--- config.mk ---
export PLATFORM = sky130hd
export DESIGN_NAME = mips_instr_fetch
export DESIGN_NICKNAME = d
export VERILOG_FILES = /design/src/rtl/mips_instr_fetch.sv
export SDC_FILE = /design/constraint.sdc
export NUM_CORES = 1
export LEC_CHECK = 0
export BUFFER_PORTS_ARGS = -buffer_cell sky130_fd_sc_hd__buf_2
export CAP_MARGIN = 20
export CORE_UTILIZATION = 47
export CTS_CLUSTER_SIZE = 20
export DETAILED_ROUTE_END_ITERATION = 12
export GPL_TIMING_DRIVEN = 0
export PLACE_DENSITY = 0.8
export SYNTH_ARGS = -nofsm -noshare
export SYNTH_HDL_FRONTEND = slang
export SYNTH_SLANG_ARGS = --single-unit
--- constraint.sdc ---
create_clock -name clk -period 1.8 [get_ports clk]
set_input_delay 0.09 -clock clk [delete_from_list [all_inputs] [get_ports clk]]
set_output_delay 0.09 -clock clk [all_outputs]
set_load 0.02 [all_outputs]
--- src/rtl/mips_instr_fetch.sv ---
// Instruction fetch front end: owns the PC, reads one word at a time from the
// instruction bus and hands it to decode, applying redirects after one delay slot.
module mips_instr_fetch #(
    parameter logic [31:0] RESET_VECTOR = 32'hBFC00000,
    parameter logic [31:0] HALT_ADDRESS = 32'h00000000
) (
    input  logic        clk,
    input  logic        reset_n,
    output logic [31:0] instr_address,
    output logic        instr_read,
    input  logic        instr_waitrequest,
    input  logic [31:0] instr_readdata,
    output logic [31:0] instr_out,
    output logic [31:0] instr_pc,
    output logic        instr_valid,
    input  logic        instr_ready,
    input  logic        redirect,
    input  logic [31:0] redirect_target,
    output logic        active,
    output logic        fault
);

    typedef enum logic [1:0] {
        START,
        FETCH,
        DELIVER,
        HALTED
    } state_t;

    state_t      state_q;
    logic [31:0] pc_q;
    logic [31:0] target_q;
    logic        pending_q;
    logic [31:0] instr_out_q;
    logic [31:0] instr_pc_q;
    logic        read_q;
    logic        valid_q;
    logic        active_q;
    logic        fault_q;

    logic        accept;
    logic        handshake;
    logic [31:0] pc_seq_d;

    assign accept    = (state_q == FETCH) && read_q && !instr_waitrequest;
    assign handshake = (state_q == DELIVER) && valid_q && instr_ready;
    // Sequential successor wraps naturally at 2^32 and is never treated as a halt.
    assign pc_seq_d  = pc_q + 32'd4;

    always_ff @(posedge clk or negedge reset_n) begin
        if (!reset_n) begin
            state_q     <= START;
            pc_q        <= RESET_VECTOR;
            target_q    <= 32'd0;
            pending_q   <= 1'b0;
            instr_out_q <= 32'd0;
            instr_pc_q  <= 32'd0;
            read_q      <= 1'b0;
            valid_q     <= 1'b0;
            active_q    <= 1'b0;
            fault_q     <= 1'b0;
        end else begin
            case (state_q)
                START: begin
                    state_q  <= FETCH;
                    active_q <= 1'b1;
                    read_q   <= 1'b1;
                end
                FETCH: begin
                    if (accept) begin
                        instr_out_q <= instr_readdata;
                        instr_pc_q  <= pc_q;
                        read_q      <= 1'b0;
                        valid_q     <= 1'b1;
                        state_q     <= DELIVER;
                    end
                end
                DELIVER: begin
                    if (handshake) begin
                        valid_q <= 1'b0;
                        if (pending_q) begin
                            // Delay slot just retired: take the saved target, ignore any new redirect.
                            pc_q      <= target_q;
                            pending_q <= 1'b0;
                            if (target_q == HALT_ADDRESS) begin
                                state_q  <= HALTED;
                                active_q <= 1'b0;
                            end else begin
                                state_q <= FETCH;
                                read_q  <= 1'b1;
                            end
                        end else if (redirect) begin
                            if (redirect_target[1:0] != 2'b00) begin
                                fault_q  <= 1'b1;
                                active_q <= 1'b0;
                                state_q  <= HALTED;
                            end else begin
                                target_q  <= redirect_target;
                                pending_q <= 1'b1;
                                pc_q      <= pc_seq_d;
                                state_q   <= FETCH;
                                read_q    <= 1'b1;
                            end
                        end else begin
                            pc_q    <= pc_seq_d;
                            state_q <= FETCH;
                            read_q  <= 1'b1;
                        end
                    end
                end
                HALTED: begin
                    read_q   <= 1'b0;
                    valid_q  <= 1'b0;
                    active_q <= 1'b0;
                end
                default: begin
                    state_q <= HALTED;
                end
            endcase
        end
    end

    assign instr_address = pc_q;
    assign instr_read    = read_q;
    assign instr_out     = instr_out_q;
    assign instr_pc      = instr_pc_q;
    assign instr_valid   = valid_q;
    assign active        = active_q;
    assign fault         = fault_q;

endmodule
### Yosys cells after proc, flatten, opt, wreduce, memory -nomap -nowiden

Cells that the tools add are included.

| word-level totals | value |
|---|---|
| register bits | 135 |
| input port bits | 69 |
| logic and storage cells | 73 |
| output and inout bits | 100 |

| cells by class | value |
|---|---|
| muxes and demuxes | 29 |
| add/sub/neg operators | 1 |
| reduce and logical (&&, ||, !) cells | 20 |
| bitwise gates (word level) | 2 |
| eq/ne operators | 11 |

Operator list:

| operator | number |
|---|---|
| 2-to-1 mux 32 bit | 3 |
| adder 32 x 3 -> 32 bit, second input constant | 1 |
| logical NOT 32 bit | 1 |
| 2-to-1 mux 1 bit | 16 |
| AND reduction 5 bit | 3 |
| 2-to-1 mux 2 bit | 6 |
| != test 3 bit, second input constant | 3 |
| AND reduction 3 bit | 3 |
| nonzero test 3 bit | 3 |
| != test 3 x 2 -> 1 bit, second input constant | 2 |
| case mux 1 bit (3 select lines) | 2 |
| case mux 2 bit (3 select lines) | 1 |
| equality test 2 bit, second input constant | 2 |
| logical AND 1 bit | 4 |
| != test 2 bit, second input constant | 2 |
| != test 4 bit, second input constant | 1 |
| case mux 1 bit (4 select lines) | 1 |
| AND reduction 2 bit | 2 |
| AND reduction 4 bit | 1 |
| equality test 2 x 1 -> 1 bit, second input constant | 1 |
| logical NOT 2 bit | 1 |
| inverter 1 bit | 2 |
| nonzero test 2 bit | 1 |
| logical NOT 1 bit | 1 |

### Logic depth before layout (Yosys ltp)

Gate-level depths: netlist of run 1.

| logic depth | value |
|---|---|
| depth after elaboration | 6 |
| gate-level depth with buffers | 9 |
| depth with buffers taken out | 7 |

### Worst setup path after synthesis of run 1

OpenSTA, ideal clock, no wires.

| timing path | value |
|---|---|
| path kind | register to register |
| start point | reg pc_q[2], in the netlist instr_address[2] |
| end point | reg pc_q[30], in the netlist instr_address[30] |
| clock period less this slack | 1.826 ns |
| stages on the path, launching flop included | 8 |
| path slack | -0.026 ns |
| arrival | 1.689 ns |
| path through | dfrtp_1 -> ha_1 -> nand4_2 -> nor4_4 -> buf_6 -> nand4_2 -> mux2i_1 -> a21oi_1 |

| on the way | value |
|---|---|
| longest elaborated chain between the ends | 4 |

RTL lines:

| element | line | text |
|---|---|---|
| start: declaration | 31 | `logic [31:0] pc_q;` |
| start signal: assignment | 83 | `pc_q <= target_q;` |
| start signal: assignment | 100 | `pc_q <= pc_seq_d;` |
| start signal: assignment | 105 | `pc_q <= pc_seq_d;` |
| adder 32 x 3 -> 32 bit (*) | 48 | `assign pc_seq_d = pc_q + 32'd4;` |
| 2-to-1 mux 32 bit | 93 | `if (redirect_target[1:0] != 2'b00) begin` |
| 2-to-1 mux 32 bit (*) | 92 | `end else if (redirect) begin` |
| 2-to-1 mux 32 bit (*) | 81 | `if (pending_q) begin` |

Every way passes the cells marked *; elsewhere a longest branch is shown, timed or not. The select of a mux whose other input is x is not followed.
A chain may end at the register's enable or synchronous reset.

### Worst setup path in the final report of run 1

| timing path | value |
|---|---|
| start point | reg state_q[0] |
| end point | reg read_q, in the netlist instr_read |

| on the way | value |
|---|---|
| longest elaborated chain between the ends | 5 |
| elaborated cells between the ends (all ways) | 14 |
| those cells by class | eq/ne (7); mux (1); reduce/logical (6) |

RTL lines:

| element | line | text |
|---|---|---|
| start: declaration | 30 | `state_t state_q;` |
| start signal: assignment | 52 | `state_q <= START;` |
| start signal: assignment | 65 | `state_q <= FETCH;` |
| start signal: assignment | 75 | `state_q <= DELIVER;` |
| equality test 2 bit / equality test 2 x 1 -> 1 bit (equally long branches) | 46, 63, 45 |  |
| logical AND 1 bit, on equally long branches (2 in a row) | 46, 45 |  |
| != test 2 bit (no source line) | - |  |
| AND reduction 4 bit (no source line) | - |  |
| end signal: assignment | 58 | `read_q <= 1'b0;` |
| end signal: assignment | 67 | `read_q <= 1'b1;` |
| end signal: assignment | 73 | `read_q <= 1'b0;` |
| end: declaration | 36 | `logic read_q;` |

Parallel ways exist; a longest one is shown, timed or not.

==> results of run 1 <==
## metal layers
layer / vias up / track usage (%) / wire, um / part of all wire (%)
met5: - / 0 / 0 / 0
met4: 0 / 10.6 / 405 / 2.4
met3: 36 / 5.81 / 1130 / 6.8
met2: 236 / 43.0 / 8320 / 50
met1: 2573 / 28.9 / 6790 / 41
li1: 2380 / - / - / -
## worst paths after layout
path	slack (ns)	cells past startpoint	end	start
worst max register to register	0.01	6	instr_read$_DFFE_PN0P_	state_q[0]$_DFFE_PN0P_
min in group asynchronous	0.20	2	instr_out[23]$_DFFE_PN0P_	reset_n
worst max-delay path	0.01	6	instr_read$_DFFE_PN0P_	state_q[0]$_DFFE_PN0P_
max in group asynchronous	0.80	3	instr_address[26]$_DFFE_PN1P_	reset_n
worst min-delay path	0.19	4	target_q[31]$_DFFE_PN0P_	redirect_target[0]
worst min register to register	0.49	1	fault$_DFFE_PN0P_	fault$_DFFE_PN0P_
## cells in the mapped netlist (3+ instances only)
| cell | count |
|---|---|
| nand4_2 | 3 |
| nor4_1 | 9 |
| and2_1 | 4 |
| nand4_1 | 5 |
| ha_1 | 7 |
| nor3_1 | 6 |
| or2_2 | 3 |
| inv_1 | 3 |
| a21oi_1 | 24 |
| buf_2 | 16 |
| nand3_2 | 3 |
| mux2_2 | 96 |
| o22ai_1 | 25 |
| nand2_1 | 28 |
| nand3_1 | 16 |
| mux2i_1 | 14 |
| buf_6 | 5 |
| nor2_1 | 15 |
| clkbuf_1 | 4 |
| a21o_1 | 4 |
| o21ai_0 | 11 |
| and3_1 | 6 |
| dfstp_2 | 9 |
| dfrtp_1 | 126 |
## cell families after synthesis
family | count (synthesis) | share of synthesized area [%]
flip-flops | 135 | 55.1
AND/OR/NAND/NOR | 117 | 11.3
multiplexers | 110 | 19.9
AO/OA/AOI/OAI | 88 | 9.22
buffers and inverters | 32 | 3.03
adder cells (fa/ha/maj) | 7 | 1.42
## registers in the layout, summed over array words and instances, names as in the netlist
| signal | cells |
|---|---|
| instr_address | 32 |
| instr_out | 32 |
| instr_pc | 32 |
| target_q | 32 |
| state_q | 2 |
| active | 1 |
| fault | 1 |
| instr_read | 1 |
| instr_valid | 1 |
| pending_q | 1 |
## power breakdown
part | internal [mW] | switching [mW]
Clock | 2.21 | 1.23
Combinational | 1.93 | 2.34
Sequential | 3.85 | 0.573
Total | 7.99 | 4.14
## worst max-delay path: stages, from the launching register on
cell and delay, ns:
dfrtp_1 0.40, buf_4 0.16, ha_2 0.22, a22o_1 0.24
a21o_1 0.16, a31o_2 0.21, a211o_1 0.28
## what timing repair did
| action | in CTS | in global routing |
|---|---|---|
| cloned | 0 | 1 |
| hold buffers | 63 | 0 |
| gates resized for setup | 34 | 37 |
| setup endpoints to repair | 130 | 97 |
| buffers inserted | 8 | 11 |
| hold endpoints to repair | 113 | 0 |
| pin swaps | 5 | 8 |
## stage by stage
stage | instance area [um2] | setup TNS [ns] | power (mW) | hold slack (ns)
global route | 8860 | -0.278 | 12.7 | 0.212
detailed placement | 7240 | -53.00 | 8.21 | 0.0703
finish | 8860 | 0 | 12.1 | 0.191
global placement | 7210 | -176.62 | 8.01 | 0.323
floorplan | 6150 | -0.438 | 6.88 | -0.206
CTS | 8630 | 0 | 12.0 | 0.160
## final cells by class
cell class | instances | share of cell area [%]
clock buffers | 24 | 5.66
well taps | 172 | 2.43
clock inverters | 8 | 1.07
plain buffers | 28 | 2.90
inverters | 3 | 0.127
repair buffers | 252 | 18.7
flip-flops and latches | 135 | 38.4
multi-input cells | 322 | 30.7
==> results.md, run 1 <==
* Status: complete, no violations
* DRT Pass-1 Iters at 5
* CTS Sinks at 135
* Worst Skew at 0.00893 ns
* Vias at 5,225
* Placed cell count at 830
* Largest net degree at the start of global routing at 85
* Port buffer count at 168
* Register area at 0.00340 mm2
* Critical path type: register to register
* CTS tree: done
* CP max FO at 6
* Worst-Margin Slew at 0.579 ns
* Synth warn at 0
* Clock Path Buffers at 2
* Drt drc at 0
* Yosys top cell area share at 51.3%
* Final Cycle Share at 99.3%
* Routed vias/inst at 5.53
* Std-Cell Rows at 41
* CTS clk-pin slew, worst paths at 0.06 ns
* Worst hold-check path type: primary input to register
* Number of synthesized flops with an enable pin at 0
* Synth Flop Type: dfrtp_1
* Multi-input gate area at 0.00272 mm2
* Initial Util at 48.5%
* Final Hold Fails at 0
* Critical path arrival at 2.09 ns
* Clk Latency, worst-skew pair at 0.42 ns
* CP required at 2.10 ns
* Initial antenna violation count at 0
* Async set-reset flop share out of synthesis at 100%
* GPL Wtd Cong at 0.885
* Layout area overhead at 44.1%
* Max cap viols at 0
* Vias in the first global route at 5,151
* DRT iter0 DRCs at 296
* Ports at 169
* H-tree Lvls at 4
* Final number of setup-violating endpoints at 0
* Max_slew headroom at 61.4%
* # diodes at 0
* Width of the die at 116 um
* Post-Syn Area at 0.00615 mm2
* Synth Area per Inst at 12.6 um2
* First-pass GRT wire length at 25.1 mm
* Layout fillers at 905
* Worst setup SP type: register
* Final core utilization at 69.9%
* Clock root buffer: clkbuf_16
* Core ar. at 0.0127 mm2
* Die area at 0.0135 mm2
* Pwr per Cell Area at 1370 mW/mm2
* Syn Nets at 565
* Final ANT Viol Nets at 0
* Register area share after synthesis at 55.1%
* Total wire length at 16.6 mm
* Num CTS Buffers at 17
* Leak at 4.43 nW
* Final Non-Filler Cells at 944
* Commonest non-fill, non-tap cell in the layout: buf_2
* DP Wirelength at 10.9 mm
* Slew Limit Fails at 0
* Layout Nets at 835
* Area leader, netlist: dfrtp_1
* Layout cell share with drive strength beyond 1 at 51.8%
* Most frequent cells in the layout: buf_2, dfrtp_1, mux2_2, dlygate4sd3_1, nand2_1
* Critical Path End Type: register
* Yosys cell types at 59
* Syn Inst Count at 489
* Final setup margin at 0.0121 ns
* Max frequency at 559 MHz
* Register bit total from synthesis at 135
* Remaining global-route overflow at 0
* Routed WL per cell at 17.6 um
* Tot GR Track Use at 24.6%
* RSZ-0062 raised after global routing: true
* Placement Setup Slack at -0.628 ns
* Final min period at 1.79 ns
* Largest cells by area after synthesis: dfrtp_1, mux2_2, dfstp_2
* Worst vdd ir at 802 uV
* Chip Height at 116 um
No activity file was read; power rests on OpenSTA's default activity.
==> inputs of run 2 (changes only) <==
--- a/config.mk
+++ b/config.mk
@@ -7,10 +7,10 @@
 export LEC_CHECK = 0
 export BUFFER_PORTS_ARGS = -buffer_cell sky130_fd_sc_hd__buf_2
 export CAP_MARGIN = 20
+export CORE_ASPECT_RATIO = 1.75
 export CORE_UTILIZATION = 47
 export CTS_CLUSTER_SIZE = 20
 export DETAILED_ROUTE_END_ITERATION = 12
-export GPL_TIMING_DRIVEN = 0
 export PLACE_DENSITY = 0.8
 export SYNTH_ARGS = -nofsm -noshare
 export SYNTH_HDL_FRONTEND = slang
==> run 2 against run 1 <==
Effect of this change: via count increased by 1.9%; sequential cell count unchanged; fmax decreased by 0.46%; largest power group is now combinational logic; die area up 0.14%.
==> results.md, run 2 (synthesized netlist as in run 1, its figures left out) <==
* Status: complete, no violations
* CP max FO at 12
* Most frequent cells in the layout: buf_2, dfrtp_1, mux2_2, dlygate4sd3_1, buf_4
* DRT Pass-1 Iters at 5
* Reg2reg path depth at 7
* Max cap viols at 0
* Final number of setup-violating endpoints at 0
* Vias at 5,322
* CTS clk-pin slew, worst paths at 0.06 ns
* Worst hold-check path type: primary input to async pin
* H-tree Lvls at 4
* Total wire length at 18.1 mm
* Layout cell share with drive strength beyond 1 at 52.7%
* DRT iter0 DRCs at 245
* Die area at 0.0136 mm2
* Worst path depth at 7
* Hold WS at 0.189 ns
* Layout area overhead at 46.4%
* Final min period at 1.80 ns
* Pwr per Cell Area at 1400 mW/mm2
* DP Wirelength at 11.4 mm
* Clock Path Buffers at 2
* Ports at 169
* Critical path type: register to register
* Final Cycle Share at 99.8%
* Slew Limit Fails at 0
* Final Hold Fails at 0
* Max frequency at 557 MHz
* Chip Height at 153 um
* Clock root buffer: clkbuf_16
* Vias in the first global route at 5,500
* Worst path slowest cell: dfrtp_1
* Core ar. at 0.0126 mm2
* Register area at 0.00339 mm2
* # diodes at 0
* Worst-Margin Slew at 0.522 ns
* Std-Cell Rows at 54
* Width of the die at 88.5 um
* Num CTS Buffers at 17
* Drt drc at 0
* Tot GR Track Use at 26.4%
* Critical Path End Type: register
* Final ANT Viol Nets at 0
* Initial Util at 48.7%
* CTS tree: done
* CP max stage delay at 0.36 ns
* First-pass GRT wire length at 27.1 mm
* Critical path arrival at 2.14 ns
* Layout Nets at 855
* CP required at 2.14 ns
* Max_slew headroom at 65.2%
* GPL Wtd Cong at 0.913
* Port buffer count at 168
* RSZ-0062 raised after global routing: true
* Commonest non-fill, non-tap cell in the layout: buf_2
* WP buf/inv at 2
* Multi-input gate area at 0.00269 mm2
* Clk Latency, worst-skew pair at 0.42 ns
* Worst setup SP type: register
* Largest net degree at the start of global routing at 65
* Initial antenna violation count at 0
* Leak at 4.56 nW
* Remaining global-route overflow at 0
* CP delay by family, top: simple AND/OR/NAND/NOR gates
* Worst vdd ir at 806 uV
* CTS Sinks at 135
* Worst-path cell chain: buf_4, and3_4, nor3b_4, buf_12, nand4_1, o21ai_1, nor3b_2
* Worst Skew at 0.00912 ns
* Routed WL per cell at 18.9 um
* Routed vias/inst at 5.54
* Layout fillers at 844
* Fin Setup TNS at 0 ns
run 2: power by group:
part / switching [mW] / total [mW] / internal (mW)
Clock: 1.37 / 3.56 / 2.19
Sequential: 0.555 / 4.40 / 3.84
Combinational: 2.49 / 4.63 / 2.14
run 2: cell type report:
class                      instances  area share [%]
tap                              168            2.33
timing repair buffer             300            23.3
clock inverter                    14            1.95
inverter                           3           0.125
multi-input combinational        322            29.8
sequential                       135            37.7
clock buffer                      18            4.77
run 2: worst paths after layout:
check                      slack, ns                         start                            end
max reg2reg                    0.004  instr_address[3]$_DFFE_PN0P_  instr_address[31]$_DFFE_PN1P_
max                            0.004  instr_address[3]$_DFFE_PN0P_  instr_address[31]$_DFFE_PN1P_
max in group asynchronous       0.90                       reset_n  instr_address[28]$_DFFE_PN1P_
min reg2reg                     0.48             fault$_DFFE_PN0P_              fault$_DFFE_PN0P_
min                             0.19                       reset_n        instr_pc[1]$_DFFE_PN0P_
min in group clk                0.22                      redirect              fault$_DFFE_PN0P_
run 2: through the flow:
stage / std cells / setup WS, ns / power (mW) / area [um2] / utilization, %
final: 960 / 0.00375 / 12.6 / 9000 / 71.3
after global routing: 960 / -0.0666 / 13.2 / 9000 / 71.3
after CTS: 953 / 0.0119 / 12.3 / 8820 / 69.8
after detailed placement: 858 / -0.0334 / 8.62 / 7570 / 59.9
after global placement: 858 / 0.0392 / 8.46 / 7570 / 59.9
after floorplan: 489 / -0.0213 / 6.88 / 6150 / -
run 2: what timing repair did:
item / in CTS / in global routing
setup endpoints to repair: 9 / 76
gates cloned: 0 / 2
hold endpoints to repair: 115 / 0
hold buffers: 63 / 0
pin swaps: 0 / 7
buffers inserted: 0 / 5
resized for setup: 4 / 28
run 2: per-layer routing:
metal / GRT usage, % / vias to the layer above / wire length [um] / part of all wire, %
met1: 26.8 / 2634 / 6320 / 35
met2: 49.7 / 243 / 10100 / 56
met4: 12.2 / 0 / 701 / 3.9
li1: - / 2394 / - / -
met3: 4.97 / 51 / 977 / 5.4
met5: 0 / - / 0 / 0
==> inputs of run 3 (changes only) <==
--- a/config.mk
+++ b/config.mk
@@ -7,11 +7,12 @@
 export LEC_CHECK = 0
 export BUFFER_PORTS_ARGS = -buffer_cell sky130_fd_sc_hd__buf_2
 export CAP_MARGIN = 20
-export CORE_ASPECT_RATIO = 1.75
+export CORE_ASPECT_RATIO = 0.75
 export CORE_UTILIZATION = 47
 export CTS_CLUSTER_SIZE = 20
 export DETAILED_ROUTE_END_ITERATION = 12
 export PLACE_DENSITY = 0.8
+export SKIP_LAST_GASP = 1
 export SYNTH_ARGS = -nofsm -noshare
 export SYNTH_HDL_FRONTEND = slang
 export SYNTH_SLANG_ARGS = --single-unit
==> run 3 against run 2 <==
Effect of this change: global-route usage is 0.98 points lower; final area fell by 1.7%; critical path depth fell by 2; core utilization fell by 0.61 points; wire length decreased by 8.4%; die area shrank 0.10%; sequential cell count unchanged; combinational power decreased by 7.1%; worst hold slack is essentially flat; first-iteration DRC count grew 38%; sequential share of layout area grew 0.69 points; fmax increased by 1.5%.
==> results.md, run 3 (synthesized netlist as in run 1, its figures left out) <==
* Leak at 4.47 nW
* Layout Nets at 838
* Critical path arrival at 2.06 ns
* # diodes at 0
* Tot GR Track Use at 25.4%
* Max frequency at 565 MHz
* Worst setup SP type: register
* Final setup margin at 0.0307 ns
* Max cap viols at 0
* Final core utilization at 70.6%
* Critical path type: register to register
* CTS tree: done
* Critical Path Sink: instr_out[0]$_DFFE_PN0P_
* Initial antenna violation count at 0
* Layout area overhead at 43.9%
* Pwr per Cell Area at 1390 mW/mm2
* Std-Cell Rows at 35
* Total wire length at 16.6 mm
* CP max stage delay at 0.38 ns
* RSZ-0062 raised after global routing: true
* Reg2reg path depth at 5
* Worst path depth at 5
* CTS clk-pin slew, worst paths at 0.06 ns
* Largest net degree at the start of global routing at 49
* Worst path slowest cell: dfrtp_1
* H-tree Lvls at 4
* Worst Skew at 0.00814 ns
* Final Non-Filler Cells at 941
* Initial Util at 49.1%
* Remaining global-route overflow at 0
* Slew Limit Fails at 0
* Placement Setup Slack at -0.121 ns
* Commonest non-fill, non-tap cell in the layout: buf_2
* Clock root buffer: clkbuf_16
* Clk Latency, worst-skew pair at 0.41 ns
* Final ANT Viol Nets at 0
* Routed WL per cell at 17.6 um
* Critical Path End Type: register
* Worst vdd ir at 909 uV
* GPL Wtd Cong at 0.879
* Vias in the first global route at 5,335
* Final min period at 1.77 ns
* Max_slew headroom at 68.3%
* Chip Height at 101 um
* Routed vias/inst at 5.55
* First-pass GRT wire length at 26.5 mm
* Reg-to-Reg End: instr_out[0]$_DFFE_PN0P_
* WP buf/inv at 2
* DRT iter0 DRCs at 337
* Layout cell share with drive strength beyond 1 at 50.8%
* Worst hold-check path type: primary input to async pin
* CP required at 2.10 ns
* Die area at 0.0135 mm2
* Worst-Margin Slew at 0.475 ns
* Worst-path cell chain: buf_4, ha_2, nand3b_1, buf_12, mux2_2
* Reg2reg start: state_q[0]$_DFFE_PN0P_
* Drt drc at 0
* CP delay by family, top: buffers and inverters
* Most frequent cells in the layout: buf_2, dfrtp_1, mux2_2, dlygate4sd3_1, buf_4
* Ports at 169
* Reg2reg setup slack at 0.03 ns
* Num CTS Buffers at 17
* Final Cycle Share at 98.3%
* CTS Sinks at 135
* Clock Path Buffers at 2
* Final number of setup-violating endpoints at 0
* Final Hold Fails at 0
* Width of the die at 134 um
* Power consumption at 12.3 mW
* DP Wirelength at 11.3 mm
* Placed cell count at 844
* Vias at 5,225
* Crit. Startpoint: state_q[0]$_DFFE_PN0P_
* Status: complete, no violations
* Port buffer count at 168
* CP max FO at 40
* Core ar. at 0.0125 mm2
* DRT Pass-1 Iters at 5
[run 3: worst min path at each step]
stage                                    end
finish              target_q[22]$_DFFE_PN0P_
global route               fault$_DFFE_PN0P_
CTS                 target_q[23]$_DFFE_PN0P_
detailed placement  target_q[23]$_DFFE_PN0P_
global placement    target_q[23]$_DFFE_PN0P_
floorplan                 active$_DFFE_PN0P_
[run 3: final cells by class]
class                   count  area, um2
fillers                   903       3680
flip-flops and latches    135       3390
multi-input cells         322       2670
repair buffers            283       1950
clock buffers              23        468
well taps                 166        208
clock inverters             9        149
inverters                   3       11.3
[run 3: per-layer routing]
| metal | part of all wire [%] | GRT usage, % | up-vias |
|---|---|---|---|
| met5 | 0 | 0 | - |
| met4 | 1.3 | 8.30 | 0 |
| met3 | 6.9 | 5.08 | 33 |
| met2 | 51 | 44.9 | 239 |
| met1 | 41 | 31.3 | 2580 |
| li1 | - | - | 2373 |
[run 3: power breakdown]
group          switching [mW]  total, mW  internal (mW)
Sequential              0.568       4.41           3.85
Clock                    1.23       3.62           2.38
Combinational            2.34       4.30           1.97
[run 3: what timing repair did]
item / in CTS / in global routing
buffers inserted: 0 / 2
hold endpoints to repair: 111 / 0
gates resized for setup: 6 / 21
setup endpoints to repair: 47 / 119
pin swaps: 0 / 7
hold buffers: 63 / 0
[run 3: metrics by stage]
step                setup TNS [ns]  cell area [um2]  hold WS, ns
global route                -0.117             8850        0.221
CTS                        -0.0215             8740        0.185
detailed placement           -1.18             7480       0.0548
global placement          -0.00137             7480       0.0459
floorplan                   -0.438             6150       -0.206
finish                           0             8850        0.189
